==> src/rtl/mips_mem_arbiter_if.sv <==
// rtl/mips_mem_arbiter_if.sv - fetch/data/memory bus bundle for the MIPS unified-memory arbiter
//
// Signals:
//   if_req/if_addr -> if_ready/if_rdata       instruction-fetch request and response
//   d_req/d_we/d_addr/d_wdata -> d_ready/d_rdata  load/store request and response
//   mem_en/mem_we/mem_addr/mem_wdata -> mem_rdata  single-ported memory side
//   stall                                     datapath hold
// Modports:
//   slave  - arbiter view (consumes requests, drives memory strobes)
//   master - processor/memory-model view
interface mips_mem_arbiter_if #(
    parameter int ADDR_W = 32
);
    logic              if_req;
    logic [ADDR_W-1:0] if_addr;
    logic              if_ready;
    logic [31:0]       if_rdata;

    logic              d_req;
    logic              d_we;
    logic [ADDR_W-1:0] d_addr;
    logic [31:0]       d_wdata;
    logic              d_ready;
    logic [31:0]       d_rdata;

    logic              mem_en;
    logic              mem_we;
    logic [ADDR_W-1:0] mem_addr;
    logic [31:0]       mem_wdata;
    logic [31:0]       mem_rdata;

    logic              stall;

    modport slave (
        input  if_req, if_addr, d_req, d_we, d_addr, d_wdata, mem_rdata,
        output if_ready, if_rdata, d_ready, d_rdata,
        output mem_en, mem_we, mem_addr, mem_wdata, stall
    );

    modport master (
        output if_req, if_addr, d_req, d_we, d_addr, d_wdata, mem_rdata,
        input  if_ready, if_rdata, d_ready, d_rdata,
        input  mem_en, mem_we, mem_addr, mem_wdata, stall
    );
endinterface

==> src/rtl/mips_mem_arbiter.sv <==
// rtl/mips_mem_arbiter.sv - shares one single-ported memory between MIPS fetch and data paths
//
// Ports:
//   clk    - system clock, rising edge
//   reset  - synchronous, active-high
//   bus    - mips_mem_arbiter_if.slave: fetch/data request-response pairs,
//            memory strobe/address/data, and the stall flag
// Parameters:
//   ADDR_W  - address width
//   MEM_LAT - cycles from the mem_en cycle to valid mem_rdata (1..15)
module mips_mem_arbiter #(
    parameter int ADDR_W  = 32,
    parameter int MEM_LAT = 2
) (
    input logic               clk,
    input logic               reset,
    mips_mem_arbiter_if.slave bus
);

    typedef enum logic [1:0] {
        IDLE,
        ISSUE,
        WAIT,
        DONE
    } state_t;

    state_t            state;
    logic              last_grant;   // 0 = fetch won last, 1 = data won last
    logic              sel;          // side owning the in-flight transaction
    logic              we_q;
    logic [3:0]        wait_cnt;

    logic              if_ready_q;
    logic              d_ready_q;
    logic [31:0]       if_rdata_q;
    logic [31:0]       d_rdata_q;
    logic              mem_en_q;
    logic              mem_we_q;
    logic [ADDR_W-1:0] mem_addr_q;
    logic [31:0]       mem_wdata_q;

    logic              grant_d;

    // Data wins when it is alone, or when both request and fetch won last time.
    always_comb begin
        grant_d = bus.d_req & (~bus.if_req | ~last_grant);
    end

    always_ff @(posedge clk) begin
        if (reset) begin
            state       <= IDLE;
            last_grant  <= 1'b0;
            sel         <= 1'b0;
            we_q        <= 1'b0;
            wait_cnt    <= 4'd0;
            if_ready_q  <= 1'b0;
            d_ready_q   <= 1'b0;
            if_rdata_q  <= 32'd0;
            d_rdata_q   <= 32'd0;
            mem_en_q    <= 1'b0;
            mem_we_q    <= 1'b0;
            mem_addr_q  <= '0;
            mem_wdata_q <= 32'd0;
        end else begin
            case (state)
                IDLE: begin
                    if (bus.if_req || bus.d_req) begin
                        sel        <= grant_d;
                        last_grant <= grant_d;
                        we_q       <= grant_d & bus.d_we;
                        // Strobes are registered so they are high exactly during ISSUE.
                        mem_en_q   <= 1'b1;
                        mem_we_q   <= grant_d & bus.d_we;
                        mem_addr_q <= grant_d ? bus.d_addr : bus.if_addr;
                        if (grant_d) begin
                            mem_wdata_q <= bus.d_wdata;
                        end
                        state <= ISSUE;
                    end
                end
                ISSUE: begin
                    mem_en_q <= 1'b0;
                    mem_we_q <= 1'b0;
                    wait_cnt <= 4'(MEM_LAT - 1);
                    state    <= WAIT;
                end
                WAIT: begin
                    if (wait_cnt == 4'd0) begin
                        // Final WAIT cycle is the one where mem_rdata is valid.
                        if (!we_q) begin
                            if (sel) begin
                                d_rdata_q <= bus.mem_rdata;
                            end else begin
                                if_rdata_q <= bus.mem_rdata;
                            end
                        end
                        if (sel) begin
                            d_ready_q <= 1'b1;
                        end else begin
                            if_ready_q <= 1'b1;
                        end
                        state <= DONE;
                    end else begin
                        wait_cnt <= wait_cnt - 4'd1;
                    end
                end
                DONE: begin
                    // No grant here, so a request still high during ready is not re-served.
                    if_ready_q <= 1'b0;
                    d_ready_q  <= 1'b0;
                    state      <= IDLE;
                end
                default: begin
                    state <= IDLE;
                end
            endcase
        end
    end

    assign bus.if_ready  = if_ready_q;
    assign bus.d_ready   = d_ready_q;
    assign bus.if_rdata  = if_rdata_q;
    assign bus.d_rdata   = d_rdata_q;
    assign bus.mem_en    = mem_en_q;
    assign bus.mem_we    = mem_we_q;
    assign bus.mem_addr  = mem_addr_q;
    assign bus.mem_wdata = mem_wdata_q;
    assign bus.stall     = (bus.if_req & ~if_ready_q) | (bus.d_req & ~d_ready_q);

endmodule

==> src/flat_wrapper.sv <==
// flat-port wrapper written by rule: the top's interface ports become plain ports
module mips_mem_arbiter_flat 
#(
    parameter int ADDR_W  = 32,
    parameter int MEM_LAT = 2
)
  (clk, reset, bus_if_req, bus_if_addr, bus_d_req, bus_d_we, bus_d_addr, bus_d_wdata, bus_mem_rdata, bus_if_ready, bus_if_rdata, bus_d_ready, bus_d_rdata, bus_mem_en, bus_mem_we, bus_mem_addr, bus_mem_wdata, bus_stall);
  mips_mem_arbiter_if #(.ADDR_W(ADDR_W)) bus_i ();
  input logic clk;
  input logic reset;
  input wire logic [$bits(bus_i.if_req)-1:0] bus_if_req;
  input wire logic [$bits(bus_i.if_addr)-1:0] bus_if_addr;
  input wire logic [$bits(bus_i.d_req)-1:0] bus_d_req;
  input wire logic [$bits(bus_i.d_we)-1:0] bus_d_we;
  input wire logic [$bits(bus_i.d_addr)-1:0] bus_d_addr;
  input wire logic [$bits(bus_i.d_wdata)-1:0] bus_d_wdata;
  input wire logic [$bits(bus_i.mem_rdata)-1:0] bus_mem_rdata;
  output wire logic [$bits(bus_i.if_ready)-1:0] bus_if_ready;
  output wire logic [$bits(bus_i.if_rdata)-1:0] bus_if_rdata;
  output wire logic [$bits(bus_i.d_ready)-1:0] bus_d_ready;
  output wire logic [$bits(bus_i.d_rdata)-1:0] bus_d_rdata;
  output wire logic [$bits(bus_i.mem_en)-1:0] bus_mem_en;
  output wire logic [$bits(bus_i.mem_we)-1:0] bus_mem_we;
  output wire logic [$bits(bus_i.mem_addr)-1:0] bus_mem_addr;
  output wire logic [$bits(bus_i.mem_wdata)-1:0] bus_mem_wdata;
  output wire logic [$bits(bus_i.stall)-1:0] bus_stall;
  assign bus_i.if_req = bus_if_req;
  assign bus_i.if_addr = bus_if_addr;
  assign bus_i.d_req = bus_d_req;
  assign bus_i.d_we = bus_d_we;
  assign bus_i.d_addr = bus_d_addr;
  assign bus_i.d_wdata = bus_d_wdata;
  assign bus_i.mem_rdata = bus_mem_rdata;
  assign bus_if_ready = bus_i.if_ready;
  assign bus_if_rdata = bus_i.if_rdata;
  assign bus_d_ready = bus_i.d_ready;
  assign bus_d_rdata = bus_i.d_rdata;
  assign bus_mem_en = bus_i.mem_en;
  assign bus_mem_we = bus_i.mem_we;
  assign bus_mem_addr = bus_i.mem_addr;
  assign bus_mem_wdata = bus_i.mem_wdata;
  assign bus_stall = bus_i.stall;
  mips_mem_arbiter #(.ADDR_W(ADDR_W), .MEM_LAT(MEM_LAT)) u_core (.clk(clk), .reset(reset), .bus(bus_i));
endmodule
==> config.mk <==
export PLATFORM = sky130hd
export DESIGN_NAME = mips_mem_arbiter_flat
export DESIGN_NICKNAME = d
export VERILOG_FILES = /design/src/rtl/mips_mem_arbiter_if.sv /design/src/rtl/mips_mem_arbiter.sv /design/src/flat_wrapper.sv
export SDC_FILE = /design/constraint.sdc
export NUM_CORES = 1
export LEC_CHECK = 0
export BUFFER_PORTS_ARGS = -buffer_cell sky130_fd_sc_hd__buf_2
export CAP_MARGIN = 10
export CORE_UTILIZATION = 25
export CTS_CLUSTER_DIAMETER = 30
export DETAILED_ROUTE_END_ITERATION = 6
export HOLD_SLACK_MARGIN = 0.02
export PLACE_DENSITY_LB_ADDON = 0.08
export SETUP_SLACK_MARGIN = 0.4
export SLEW_MARGIN = 15
export SYNTH_ARGS = -nofsm -noshare
export SYNTH_HDL_FRONTEND = slang
export SYNTH_SLANG_ARGS = --single-unit
==> constraint.sdc <==
create_clock -name clk -period 2.4 [get_ports clk]
set_input_delay 0.24 -clock clk [delete_from_list [all_inputs] [get_ports clk]]
set_output_delay 0.24 -clock clk [all_outputs]
set_load 0.005 [all_outputs]
==> impl_results.md <==
- CTS sink cnt: 140
- Worst-Margin Slew: 508.6 ps
- First-pass GRT wire length: 27440 um
- Worst setup SP type: register
- Worst Skew: 10.03 ps
- Layout cells sized above 1: 34.99%
- CP arrival: 2170 ps
- TritonRoute pass-1 iters: 4
- Drc violations: 0
- Reg2reg setup slack: 520 ps
- Worst-case clock buffer depth: 2
- Nets: 1029
- HP Class: primary input to register
- Initial Utilization: 25.70%
- Clk Latency, worst-skew pair: 420 ps
- Min Tclk post-route: 1879 ps
- Post-synth top area share: 47.74%
- Kind of critical path: register to register
- Die Width: 155.2 um
- Worst hold slack: 68.51 ps
- RR Endpoint: u_core.bus.if_rdata[21]
- Die height: 155.2 um
- Gate power share: 28.8%
- Ys async rst share: 0%
- DR WL/cell: 14.21 um
- Ys Warns: 0
- Via count: 5333
- Slew HR: 66.09%
- Synth Area per Inst: 9.074 um^2
- GPL Wtd Cong: 0.7224
- Initial drt markers: 209
- Initial antenna violation count: 2
- Final period utilization: 78.30%
- Pin count of the biggest net entering global routing: 65
- CTS tree: built
- Vias per inst: 4.382
- Ports: 266
- HP Start: bus_d_wdata[11]
- Syn nets: 786
- Synth area leaders: dfxtp_1 (48%), mux2i_1 (11%), nand2b_1 (10%)
- Num rows: 55
- Gr ovfl total: 0
- Net Sw Frac: 32.62%
- Post-DRT Antenna Nets: 0
- Cell count after synthesis: 647
- Clock Power Share: 33.9%
- R2R cell count: 6
- Reg2Reg Launch Point: u_core.state[0]
- Area leader, netlist: dfxtp_1
- Core area: 0.02285 mm^2
- H-tree depth: 4
- Final setup fails: 0
- Port Buf Inserts: 265
- Root buffer cell: clkbuf_16
- Synth Cell Area: 0.005871 mm^2
- VDD IR max: 0.0003637 V
- Register area share after synthesis: 47.74%
- Synth-to-layout area growth: 39.17%
- Seq cells post-synth: 140
- EDFF count, synth: 0
- CTS clk-pin slew, worst paths: 70 ps
- Reg power frac: 37.3%
- Layout Cells excl Fill: 1217
- Switching Power: 0.002622 W
- Total track usage: 14.40%
- Outcome: finished clean
- Max Transition Viols Final: 0
- TritonCTS buffer count: 17
- Hold path depth: 3
- Post-CTS Hold Buffers: 0
- Crit. End Element: register
- Top FF cell, synth: dfxtp_1
- Total Power Consumption: 0.008038 W
- Leak Pwr: 3.795 nW
- Power Dens Cells: 983.8 mW/mm^2
- WHS Endpoint: u_core.bus.mem_wdata[11]
- Fmax: 532.1 MHz
- CP Data Required Time: 2690 ps
- Vias in the first global route: 5217
- Core Util, Final: 35.76%
- Endpoints failing hold: 0
- HPWL after DPL: 11620 um
- Int Power: 0.005416 W
- Crit-path max FO: 32
- Final wirelength: 17300 um
- Final TNS setup: 0 ps
- Unrepaired setup endpoints after global routing: no
- Placed cell count: 1184
- Post-synth cell types: 37
- Max cap viols: 0
- Die footprint: 0.02410 mm^2
==> power by group through the flow <==
stage	clock network [W]	registers [W]	logic [W]
floorplan	0	0.00307	0.00138
global placement	0	0.00305	0.00239
detailed placement	0	0.00305	0.00237
CTS	0.00283	0.00301	0.00238
global route	0.00293	0.00306	0.00261
finish	0.00272	0.00300	0.00232
==> logic make-up after synthesis <==
| group | Yosys count | share of synthesized area [%] |
|---|---|---|
| compound gates | 121 | 13.09 |
| fa+ha+maj | 6 | 1.279 |
| buf+inv | 66 | 4.838 |
| flops | 140 | 47.74 |
| mux | 65 | 11.08 |
| simple gates | 249 | 21.97 |
==> stage by stage <==
| step | setup WS (ps) | instance area (um^2) |
|---|---|---|
| after floorplan | 689.3 | 5871 |
| after CTS | 485.0 | 8162 |
| final | 520.8 | 8170 |
| after global routing | 414.6 | 8170 |
| after global placement | 425.8 | 7559 |
| after detailed placement | 410.6 | 7559 |
==> synthesized netlist by cell type (4+ instances only) <==
| cell type | instances |
|---|---|
| dfxtp_1 | 140 |
| nand2b_1 | 98 |
| nand2_1 | 67 |
| mux2i_1 | 65 |
| clkbuf_1 | 39 |
| nor2_1 | 37 |
| a21oi_1 | 36 |
| nand3_1 | 35 |
| o21ai_0 | 35 |
| a311oi_1 | 32 |
| buf_2 | 11 |
| inv_1 | 10 |
| ha_1 | 6 |
| a31oi_1 | 4 |
==> critical path, stage by stage (launching register included) <==
cell and delay (ps):
dfxtp_1 320, inv_1 120, ha_1 230, nand3b_4 100, or4_2 570, buf_8 240, mux2i_1 160
==> state kept, by name, summed over array words and instances, names as in the netlist <==
name                  count
u_core.wait_cnt           4
u_core.bus.if_ready       1
u_core.bus.mem_we         1
u_core.bus.d_ready        1
u_core.bus.mem_wdata     32
u_core.we_q               1
u_core.bus.mem_en         1
u_core.state              2
u_core.bus.d_rdata       32
u_core.last_grant         1
u_core.bus.if_rdata      32
u_core.bus.mem_addr      32
==> cell type report <==
| class | count | area, um^2 |
|---|---|---|
| clock buffers | 20 | 436.7 |
| flip-flops and latches | 140 | 2803 |
| repair buffers | 280 | 1536 |
| fillers | 2418 | 14680 |
| inverters | 10 | 37.54 |
| clock inverters | 12 | 162.7 |
| diodes | 1 | 2.502 |
| multi-input cells | 441 | 2800 |
| well taps | 313 | 391.6 |
==> layout by cell type, fill, tap and decap left out, drive strengths merged, types with 6 or more instances in the layout <==
master	n
clkbuf	20
nand2	67
o21ai	35
a21oi	36
nor2	37
mux2i	65
ha	6
nand2b	98
buf	280
inv	13
dfxtp	140
a311oi	32
nand3	35
==> worst max path at each step <==
| stage | startpoint | end | slack [ps] | cells past startpoint |
|---|---|---|---|---|
| global route | u_core.state[0] | u_core.bus.if_rdata[13] | 410 | 6 |
| finish | u_core.state[0] | u_core.bus.if_rdata[21] | 520 | 6 |
| floorplan | u_core.state[0] | u_core.bus.if_rdata[10] | 690 | 7 |
| detailed placement | u_core.wait_cnt[0] | u_core.bus.if_rdata[21] | 410 | 6 |
| global placement | u_core.wait_cnt[0] | u_core.bus.if_rdata[28] | 430 | 6 |
| CTS | u_core.wait_cnt[0] | u_core.bus.if_rdata[21] | 490 | 6 |
==> metal layers <==
layer  GRT usage [%]  vias to the layer above  share of wire [%]
met5               0                        -              0.075
met4           5.042                        2                1.4
met3           5.348                       18                7.8
met2           23.66                      178                 46
met1           17.21                     2424                 44
li1                -                     2711                  -
==> what timing repair did <==
| item | in CTS | in global routing |
|---|---|---|
| gates cloned | 0 | 0 |
| setup endpoints to repair | 2 | 16 |
| buffers inserted | 0 | 0 |
| pin swaps | 0 | 0 |
| resized for setup | 1 | 3 |
No activity file was read; power rests on OpenSTA's default activity.
